[src/rtl/uart_tx_param.sv]
// uart_tx_param: FIFO-buffered UART transmitter.
// The frame format is set by parameters: data bits, optional odd/even parity,
// and one or two stop bits. Tx, Tx_busy and Tx_done come straight from flops.
//
// Handshake: a word is written on every rising edge where Tx_en && Tx_ready.
// Tx_ready is low only while the holding FIFO is full. A Tx_en that arrives
// while the FIFO is full is dropped, and no error is flagged.
module uart_tx_param #(
  parameter int CLKS_PER_BIT = 10417,
  parameter int DATA_BITS    = 8,
  parameter int PARITY       = 0,
  parameter int STOP_BITS    = 1,
  parameter int FIFO_DEPTH   = 4
) (
  input  logic                          clk_100MHz,
  input  logic                          rst,
  input  logic                          Tx_en,
  input  logic [DATA_BITS-1:0]          Din,
  output logic                          Tx_ready,
  output logic                          Tx,
  output logic                          Tx_busy,
  output logic                          Tx_done,
  output logic [$clog2(FIFO_DEPTH):0]   fifo_level,
  output logic [2:0]                    fsm_state
);

  localparam int AW = $clog2(FIFO_DEPTH);
  localparam int CW = $clog2(CLKS_PER_BIT);
  localparam int BW = $clog2(DATA_BITS);

  localparam logic [AW:0]   FULL     = (AW+1)'(FIFO_DEPTH);
  localparam logic [AW:0]   LVL_ONE  = (AW+1)'(1);
  localparam logic [AW-1:0] PTR_ONE  = AW'(1);
  localparam logic [CW-1:0] CNT_MAX  = CW'(CLKS_PER_BIT - 1);
  localparam logic [CW-1:0] CNT_ONE  = CW'(1);
  localparam logic [BW-1:0] BIT_MAX  = BW'(DATA_BITS - 1);
  localparam logic [BW-1:0] BIT_ONE  = BW'(1);
  localparam logic          STOP_MAX = 1'(STOP_BITS - 1);

  typedef enum logic [2:0] {IDLE, START, DATA, PAR, STOP} state_t;

  // Holding FIFO
  logic [DATA_BITS-1:0] mem [FIFO_DEPTH];
  logic [AW-1:0]        wr_ptr, rd_ptr;
  logic                 push, pop;
  logic [DATA_BITS-1:0] head;

  assign Tx_ready = (fifo_level != FULL);
  assign push     = Tx_en && Tx_ready;
  assign head     = mem[rd_ptr];

  // FIFO storage is not reset; only the pointers and the level define its contents
  always_ff @(posedge clk_100MHz) begin
    if (push) mem[wr_ptr] <= Din;
  end

  // FIFO pointers and level; a push and a pop on the same edge cancel in the level
  always_ff @(posedge clk_100MHz) begin
    if (rst) begin
      wr_ptr     <= '0;
      rd_ptr     <= '0;
      fifo_level <= '0;
    end else begin
      if (push) wr_ptr <= wr_ptr + PTR_ONE;
      if (pop)  rd_ptr <= rd_ptr + PTR_ONE;
      case ({push, pop})
        2'b10:   fifo_level <= fifo_level + LVL_ONE;
        2'b01:   fifo_level <= fifo_level - LVL_ONE;
        default: fifo_level <= fifo_level;
      endcase
    end
  end

  // Frame engine state
  state_t               state, state_d;
  logic [CW-1:0]        cnt, cnt_d;
  logic [BW-1:0]        bit_idx, bit_d;
  logic                 stop_idx, stop_d;
  logic [DATA_BITS-1:0] shreg, shreg_d;
  logic                 par_bit, par_d;
  logic                 tx_d, busy_d, done_d;
  logic                 cnt_last, load;

  assign cnt_last  = (cnt == CNT_MAX);
  assign fsm_state = state;

  // Next state: outputs are computed for the cycle that follows, then registered
  always_comb begin
    state_d = state;
    cnt_d   = cnt;
    bit_d   = bit_idx;
    stop_d  = stop_idx;
    shreg_d = shreg;
    par_d   = par_bit;
    tx_d    = Tx;
    load    = 1'b0;
    pop     = 1'b0;
    case (state)
      IDLE: begin
        tx_d = 1'b1;
        if (fifo_level != '0) load = 1'b1;
      end
      START: begin
        if (cnt_last) begin
          state_d = DATA;
          cnt_d   = '0;
          bit_d   = '0;
          tx_d    = shreg[0];
        end else begin
          cnt_d = cnt + CNT_ONE;
        end
      end
      DATA: begin
        if (cnt_last) begin
          cnt_d = '0;
          if (bit_idx == BIT_MAX) begin
            stop_d = 1'b0;
            if (PARITY != 0) begin
              state_d = PAR;
              tx_d    = par_bit;
            end else begin
              state_d = STOP;
              tx_d    = 1'b1;
            end
          end else begin
            bit_d   = bit_idx + BIT_ONE;
            shreg_d = shreg >> 1;
            tx_d    = shreg[1];
          end
        end else begin
          cnt_d = cnt + CNT_ONE;
        end
      end
      PAR: begin
        if (cnt_last) begin
          state_d = STOP;
          cnt_d   = '0;
          stop_d  = 1'b0;
          tx_d    = 1'b1;
        end else begin
          cnt_d = cnt + CNT_ONE;
        end
      end
      STOP: begin
        tx_d = 1'b1;
        if (cnt_last) begin
          cnt_d = '0;
          if (stop_idx == STOP_MAX) begin
            // Chain straight into the next frame when a word is waiting
            if (fifo_level != '0) load = 1'b1;
            else                  state_d = IDLE;
          end else begin
            stop_d = 1'b1;
          end
        end else begin
          cnt_d = cnt + CNT_ONE;
        end
      end
      default: begin
        state_d = IDLE;
        tx_d    = 1'b1;
      end
    endcase
    if (load) begin
      pop     = 1'b1;
      state_d = START;
      cnt_d   = '0;
      shreg_d = head;
      par_d   = (PARITY == 2) ? ^head : ~^head;
      tx_d    = 1'b0;
    end
    busy_d = (state_d != IDLE);
    // Registered so that it is high exactly in the final cycle of STOP
    done_d = (state_d == STOP) && (cnt_d == CNT_MAX) && (stop_d == STOP_MAX);
  end

  // State and output registers; reset aborts any frame and forces the line idle
  always_ff @(posedge clk_100MHz) begin
    if (rst) begin
      state    <= IDLE;
      cnt      <= '0;
      bit_idx  <= '0;
      stop_idx <= 1'b0;
      shreg    <= '0;
      par_bit  <= 1'b0;
      Tx       <= 1'b1;
      Tx_busy  <= 1'b0;
      Tx_done  <= 1'b0;
    end else begin
      state    <= state_d;
      cnt      <= cnt_d;
      bit_idx  <= bit_d;
      stop_idx <= stop_d;
      shreg    <= shreg_d;
      par_bit  <= par_d;
      Tx       <= tx_d;
      Tx_busy  <= busy_d;
      Tx_done  <= done_d;
    end
  end

endmodule
[config.mk]
export PLATFORM = sky130hd
export DESIGN_NAME = uart_tx_param
export DESIGN_NICKNAME = d
export VERILOG_FILES = /design/src/rtl/uart_tx_param.sv
export SDC_FILE = /design/constraint.sdc
export NUM_CORES = 1
export LEC_CHECK = 0
export ABC_CLOCK_PERIOD_IN_PS = 3220
export BUFFER_PORTS_ARGS = -buffer_cell sky130_fd_sc_hd__buf_2
export CORE_AREA = 5 5 81 83
export CTS_CLUSTER_SIZE = 8
export DETAILED_ROUTE_END_ITERATION = 12
export DIE_AREA = 0 0 86 88
export MAX_ROUTING_LAYER = met4
export PLACE_DENSITY = 0.77
export SETUP_SLACK_MARGIN = 0.02
export SLEW_MARGIN = 25
export SYNTH_ARGS = -nofsm -noshare
export SYNTH_HDL_FRONTEND = slang
export SYNTH_SLANG_ARGS = --single-unit
export TNS_END_PERCENT = 100
[constraint.sdc]
create_clock -name clk_100MHz -period 3.22 [get_ports clk_100MHz]
set_clock_uncertainty 0.1 [all_clocks]
set_input_delay 0.644 -clock clk_100MHz [delete_from_list [all_inputs] [get_ports clk_100MHz]]
set_output_delay 0.644 -clock clk_100MHz [all_outputs]
set_load 0.01 [all_outputs]
# After elaboration in Yosys (flattened, before gate mapping)
# Memories as Yosys holds them, arrays and structs flattened. A register that Yosys moved wholly into a read port is not among the register bits.
# Cells that the tools add are included.
word_totals:
  ram_bits: 32
  latchBits: 0
  reg_bits: 39
  wordCells: 93
  mem_count: 1
  output_inout_bits: 10
  mem_bits_ro: 0
mem_list:
  columns: ["memory", "depth", "word_bits", "read_ports", "rd_ports_with_merged_regs", "wr", "line_no", "source"]
  rows:
  - ["mem", 4, 8, 1, 1, 1, "43", "logic [DATA_BITS-1:0] mem [FIFO_DEPTH];"]
op_classes:
  shifts: 0
  add_sub_neg: 6
  bitwise: 1
  n_eq_ne: 18
  multipliers: 0
  n_reduce_logical: 14
  n_mux: 42
  div_mod_pow: 0
  magnitude_cmp: 0
ops:
  columns: ["operator", "n"]
  rows:
  - ["$mux 14", 3]
  - ["$mux 3", 11]
  - ["$mux 8", 4]
  - ["$eq 14x14->1 const B", 2]
  - ["$mux 1", 16]
  - ["$pmux 3 s5", 1]
  - ["$add 14x1->14 const B", 1]
  - ["$ne 3x3->1 const B", 4]
  - ["$pmux 3 s2", 2]
  - ["$eq 3x3->1 const B", 3]
  - ["$ne 2x2->1 const B", 4]
  - ["$reduce_bool 2->1", 4]
  - ["$add 3x1->3 const B", 2]
  - ["$eq 3x2->1 const B", 2]
  - ["$pmux 1 s3", 2]
  - ["$reduce_and 3->1", 2]
  - ["$reduce_bool 3->1", 2]
  - ["$add 2x1->2 const B", 2]
  - ["$mux 2", 2]
  - ["$reduce_and 4->1", 1]
  - ["$reduce_or 4->1", 1]
  - ["$eq 3x1->1 const B", 1]
  - ["$logic_and 1x1->1", 3]
  - ["$logic_not 3->1", 1]
  - ["5 further kinds", 5]

# Longest topological paths before layout
depth:
  word_depth: 9
  depth_mapped: 13

# Worst setup path before layout
# OpenSTA, ideal clock, no wires.
synth_timing:
  kind: "reg-to-reg"
  startpoint: "register cnt[0]"
  endpoint: "register fifo_level[2]"
  path_buffers: 1
  path_stages_with_launch: 14
  t_required_ns: 3.050
  period_less_slack_ns: 2.876
  t_arrival_ns: 2.705
  slack_ns: 0.344
  path_cell_list: "dfxtp_1 > inv_1 > ha_1 > nor4bb_1 > and4_1 > a21oi_1 > inv_1 > clkbuf_1 > ha_1 > inv_1 > fa_1 > xor2_1 > or3_1 > a21oi_1"
synth_between:
  elab_chain_len: 6
synth_rtl:
  columns: ["item", "line_no", "source"]
  rows:
  - ["from (decl)", "76", "logic [CW-1:0] cnt, cnt_d;"]
  - ["from (signal assigned)", "191", "cnt <= cnt_d;"]
  - ["$eq 14x14->1 *", "84", "assign cnt_last = (cnt == CNT_MAX);"]
  - ["$mux 1 *", "146", "if (cnt_last) begin"]
  - ["$pmux 1 s2 *", "98", "case (state)"]
  - ["$mux 1 *", "164", "if (load) begin"]
  - ["$eq 2x1->1 / $eq 2x2->1 (equally long branches)", "66", "case ({push, pop})"]
  - ["$pmux 3 s2 / $reduce_bool 2->1 (equally long branches)", null, null]
  - ["to (signal assigned)", "67", "2'b10: fifo_level <= fifo_level + LVL_ONE;"]
  - ["to (signal assigned)", "68", "2'b01: fifo_level <= fifo_level - LVL_ONE;"]
  - ["to (signal assigned)", "69", "default: fifo_level <= fifo_level;"]
  - ["to (decl)", "23", "output logic [$clog2(FIFO_DEPTH):0] fifo_level,"]
# Every way passes the cells marked *; elsewhere a longest branch is shown, timed or not.
# A chain may end at the register's enable or synchronous reset.

# Final worst setup path
# Same ends and word-level chain as after synthesis.

==> results.py <==
metrics = {
    "power": {
        "clock_power_share": 0.289,
        "p_comb_frac": 0.257,
        "design_internal_power_mw": 1.844,
        "vdd.ir_drop.worst_mv": 0.5360,
        "power.sequential.fraction": 0.455,
        "netSwitchingPower_uw": 863.2,
        "power.total_mw": 2.707,
        "swShare": 0.3189,
        "pwr_density_cell_mw_per_mm2": 731.7,
        "power_leakage_nw": 1.305,
    },
    "clock_network": {
        "clk_root_buffer_cell": "clkbuf_8",
        "ctsHtreeMaxLevel": 3,
        "clkLatencyLatePin_ps": 340,
        "ctsLongestPathBuffers": 2,
        "cts_repair_resize_count": 0,
        "clock_tree_from_tritoncts": "built",
        "cts-buffers-inserted": 9,
        "cts-hold-fix-buffers": 0,
        "sink_count_of_the_clock_tree": 73,
        "post-cts-setup-buffer-count": 0,
        "clkSlewWorstSetupHoldPaths_ps": 80,
    },
    "setup_path": {
        "critPathLaunchType": "register",
        "critical_path.endpoint_type": "register",
        "max_stage_delay_ps": 370,
        "crit-reg2reg-capture": "fifo_level[2]$_SDFFE_PP0P_",
        "critPathTopFamily": "simple AND/OR/NAND/NOR gates",
        "crit_slowest_cell": "fa_1",
        "crit_arrival_ps": 2860,
        "r2r_setup_slack_ps": 540,
        "worstReg2RegStart": "cnt[0]$_SDFF_PP0_",
        "crit_chain": "inv_1 > ha_1 > nor4bb_1 > and4_1 > a21oi_1 > inv_1 > ha_1 > inv_1 > fa_1 > xor2_1 > or3_1 > a21oi_1",
        "cp.buffers_inverters": 3,
        "worstPathMaxFanout": 5,
        "worstSetupPathType": "reg2reg",
        "crit_path_required_time_ps": 3400,
        "worst_path_most_repeated_cell": "inv_1",
        "reg2reg_depth": 12,
    },
    "timing": {
        "worst_slew_margin_relative_to_its_limit": 0.6074,
        "achievable-frequency_ghz": 0.3729,
        "max_slew.worst_pin.slew_ps": 584.4,
        "period_share": 0.8327,
        "finalCriticalPeriod_ps": 2681,
        "timing_hold_violations_final": 0,
        "fin_worst_hold_slack_ps": 366.9,
        "grt_setup_unrepaired": "false",
        "drv_slew": 0,
        "tns_ps": 0,
        "setup_viol_count_final": 0,
    },
    "logic_synthesis": {
        "yosys_warnings": 0,
        "seq_area_frac_synth": 0.5333,
        "synth_area_leader_cell": "edfxtp_1",
        "postSynthCellCount": 301,
        "synth-edff-count": 32,
        "post_synth_instance_area_sq_mm": 0.003341,
        "cell_types_occupying_the_most_area_after_synthesis": "edfxtp_1 (29%), dfxtp_1 (25%), mux4_2 (5.4%), nor2_1 (3.5%), ha_1 (3.4%)",
        "synth.distinct_cells": 51,
        "yosys.area.top_type_share": 0.2876,
        "avgSynthCellArea_sq_um": 11.10,
        "postSynthNetCount": 322,
        "ys_seq_elements": 73,
        "synth_top_flop_cell": "dfxtp_1",
        "synth_async_sr_flop_share": 0,
    },
    "final_layout": {
        "design.final.nets": 341,
        "finish.cell_count_without_fillers": 400,
        "share_of_cells_above_drive_strength_1": 0.1631,
        "mostFrequentLayoutCells": "dfxtp_1 (41), edfxtp_1 (32), nor2_1 (31), a21oi_1 (20), buf_2 (20)",
        "postLayoutCoreUtil": 0.6400,
        "synthToLayoutAreaGrowth_pct": 10.75,
        "num_antenna_cells": 0,
        "layout_commonest_cell": "dfxtp_1",
    },
    "floorplan": {
        "core_area_sq_mm": 0.005781,
        "floorplan.die.height_um": 88,
        "floorplan.die_area_sq_mm": 0.007568,
        "ioPinCount": 21,
        "dieWidth_um": 86,
        "floorplan.initialDensity": 0.5779,
        "rows": 28,
    },
    "detailed_routing": {
        "vias_per_cell": 5.925,
        "dr_total_vias": 2370,
        "detail_route.wirelength_um": 6269,
        "drcViolationCount": 0,
        "drt_iter0_drc": 175,
        "routedWlPerCell_um": 15.67,
        "drt-pass1-iter-count": 4,
        "antenna_left": 0,
    },
    "global_route": {
        "first_pass_grt_wire_length_um": 10750,
        "number_of_antenna_violations_at_the_first_check_in_global_routing": 0,
        "via_count_of_the_first_global_routing_pass": 2261,
        "use_met1": 0.2318,
        "gr-usage-met2": 0.3027,
        "groute.layer.met3.usage": 0.03481,
        "gr-usage-all-layers": 0.1902,
        "grt_overflow_total": 0,
        "grt_start_max_net_pins": 29,
        "top_usage_layer": "met2",
    },
    "placed_design": {
        "portBuffers": 20,
        "dp_cells": 384,
        "place.detailed.hpwl_um": 4294,
        "finalWeightedCongestion": 0.9654,
    },
    "worst_hold_path": {
        "end_point_of_the_most_critical_hold_path": "bit_idx[1]$_SDFFE_PP0P_",
        "worstHoldPathType": "reg2reg",
        "start_point_of_the_worst_min_delay_path": "bit_idx[1]$_SDFFE_PP0P_",
        "min_path_cells": 2,
    },
    "job": {
        "cap_viol_max_count": 0,
    },
    "outcome": {
        "result_of_the_run": "completed",
    },
}
[per-stage QoR]
step / setup WS [ps] / instance area (sq um)
floorplan: 344.4 / 3341
global placement: 653.4 / 3483
detailed placement: 577.1 / 3483
CTS: 559.8 / 3700
global route: 329.4 / 3700
finish: 538.5 / 3700
[state kept, by name, summed over array words and instances (netlist names), named ones only]
signal      cells
Tx              1
rd_ptr          2
wr_ptr          2
Tx_done         1
fifo_level      3
bit_idx         3
mem            32
Tx_busy         1
fsm_state       3
stop_idx        1
cnt            14
shreg           8
[worst max path at each step]
| stage | from | to | slack (ps) | cells after the start |
|---|---|---|---|---|
| after floorplan | cnt[0]$_SDFF_PP0_ | fifo_level[2]$_SDFFE_PP0P_ | 340 | 13 |
| after detailed placement | cnt[0]$_SDFF_PP0_ | fifo_level[2]$_SDFFE_PP0P_ | 580 | 12 |
| after CTS | cnt[0]$_SDFF_PP0_ | fifo_level[2]$_SDFFE_PP0P_ | 560 | 12 |
| final | cnt[0]$_SDFF_PP0_ | fifo_level[2]$_SDFFE_PP0P_ | 540 | 12 |
| after global routing | cnt[0]$_SDFF_PP0_ | fifo_level[2]$_SDFFE_PP0P_ | 330 | 12 |
| after global placement | cnt[0]$_SDFF_PP0_ | fifo_level[2]$_SDFFE_PP0P_ | 650 | 12 |
[synth_stat cells (3+ instances only)]
cell,instances
ha_1,9
and3_1,6
a22oi_1,7
edfxtp_1,32
xor2_1,6
nand3_1,15
o21a_1,5
nor3_1,12
nor4_1,4
nand4_1,4
and4_1,3
xnor2_1,10
nor2_1,31
inv_1,14
nand2_1,16
clkbuf_1,6
a21oi_1,20
a31oi_1,4
mux4_2,8
o21ai_0,6
or3_1,3
dfxtp_1,41
buf_1,4
[cells by family (layout without fill, tap and decap cells)]
family                     Yosys count  after routing  synth area share
DFF                                 73             73            0.5333
AOI/OAI and AO/OA                   52             52            0.1023
adders and majority gates           10             10           0.03970
muxes                                9              9           0.05693
xor gates and xnor gates            16             16           0.04195
and+or+nand+nor                    113            113            0.1903
buffers and inverters               28             52           0.03558
[power groups by stage]
stage | clock [mW] | combinational [mW] | sequential [mW]
after floorplan | 0 | 0.544 | 1.20
after global routing | 0.830 | 0.787 | 1.26
after detailed placement | 0 | 0.693 | 1.26
after CTS | 0.796 | 0.698 | 1.23
after global placement | 0 | 0.673 | 1.24
final | 0.781 | 0.695 | 1.23
[area by class of cell]
class | count | area [sq um]
clock buffer | 9 | 123.9
clock inverter | 7 | 92.59
fill | 482 | 2081
inverter | 14 | 52.55
multi-input combinational | 200 | 1440
sequential | 73 | 1782
tap | 75 | 93.84
timing repair buffer | 22 | 115.1
[worst register-to-register path, cell delays in order, from the launching register on]
cell and delay (ps):
dfxtp_1 360, inv_1 90, ha_1 160, nor4bb_1 200, and4_1 300, a21oi_1 100
inv_1 80, ha_1 180, inv_1 60, fa_1 370, xor2_1 160, or3_1 310
a21oi_1 140
[metal layers]
metal / part of all wire / vias to the layer above
met5: 0 / -
met4: 0.015 / 0
met3: 0.048 / 11
met2: 0.48 / 76
met1: 0.45 / 1130
li1: - / 1153
No activity file was read; power rests on OpenSTA's default activity.
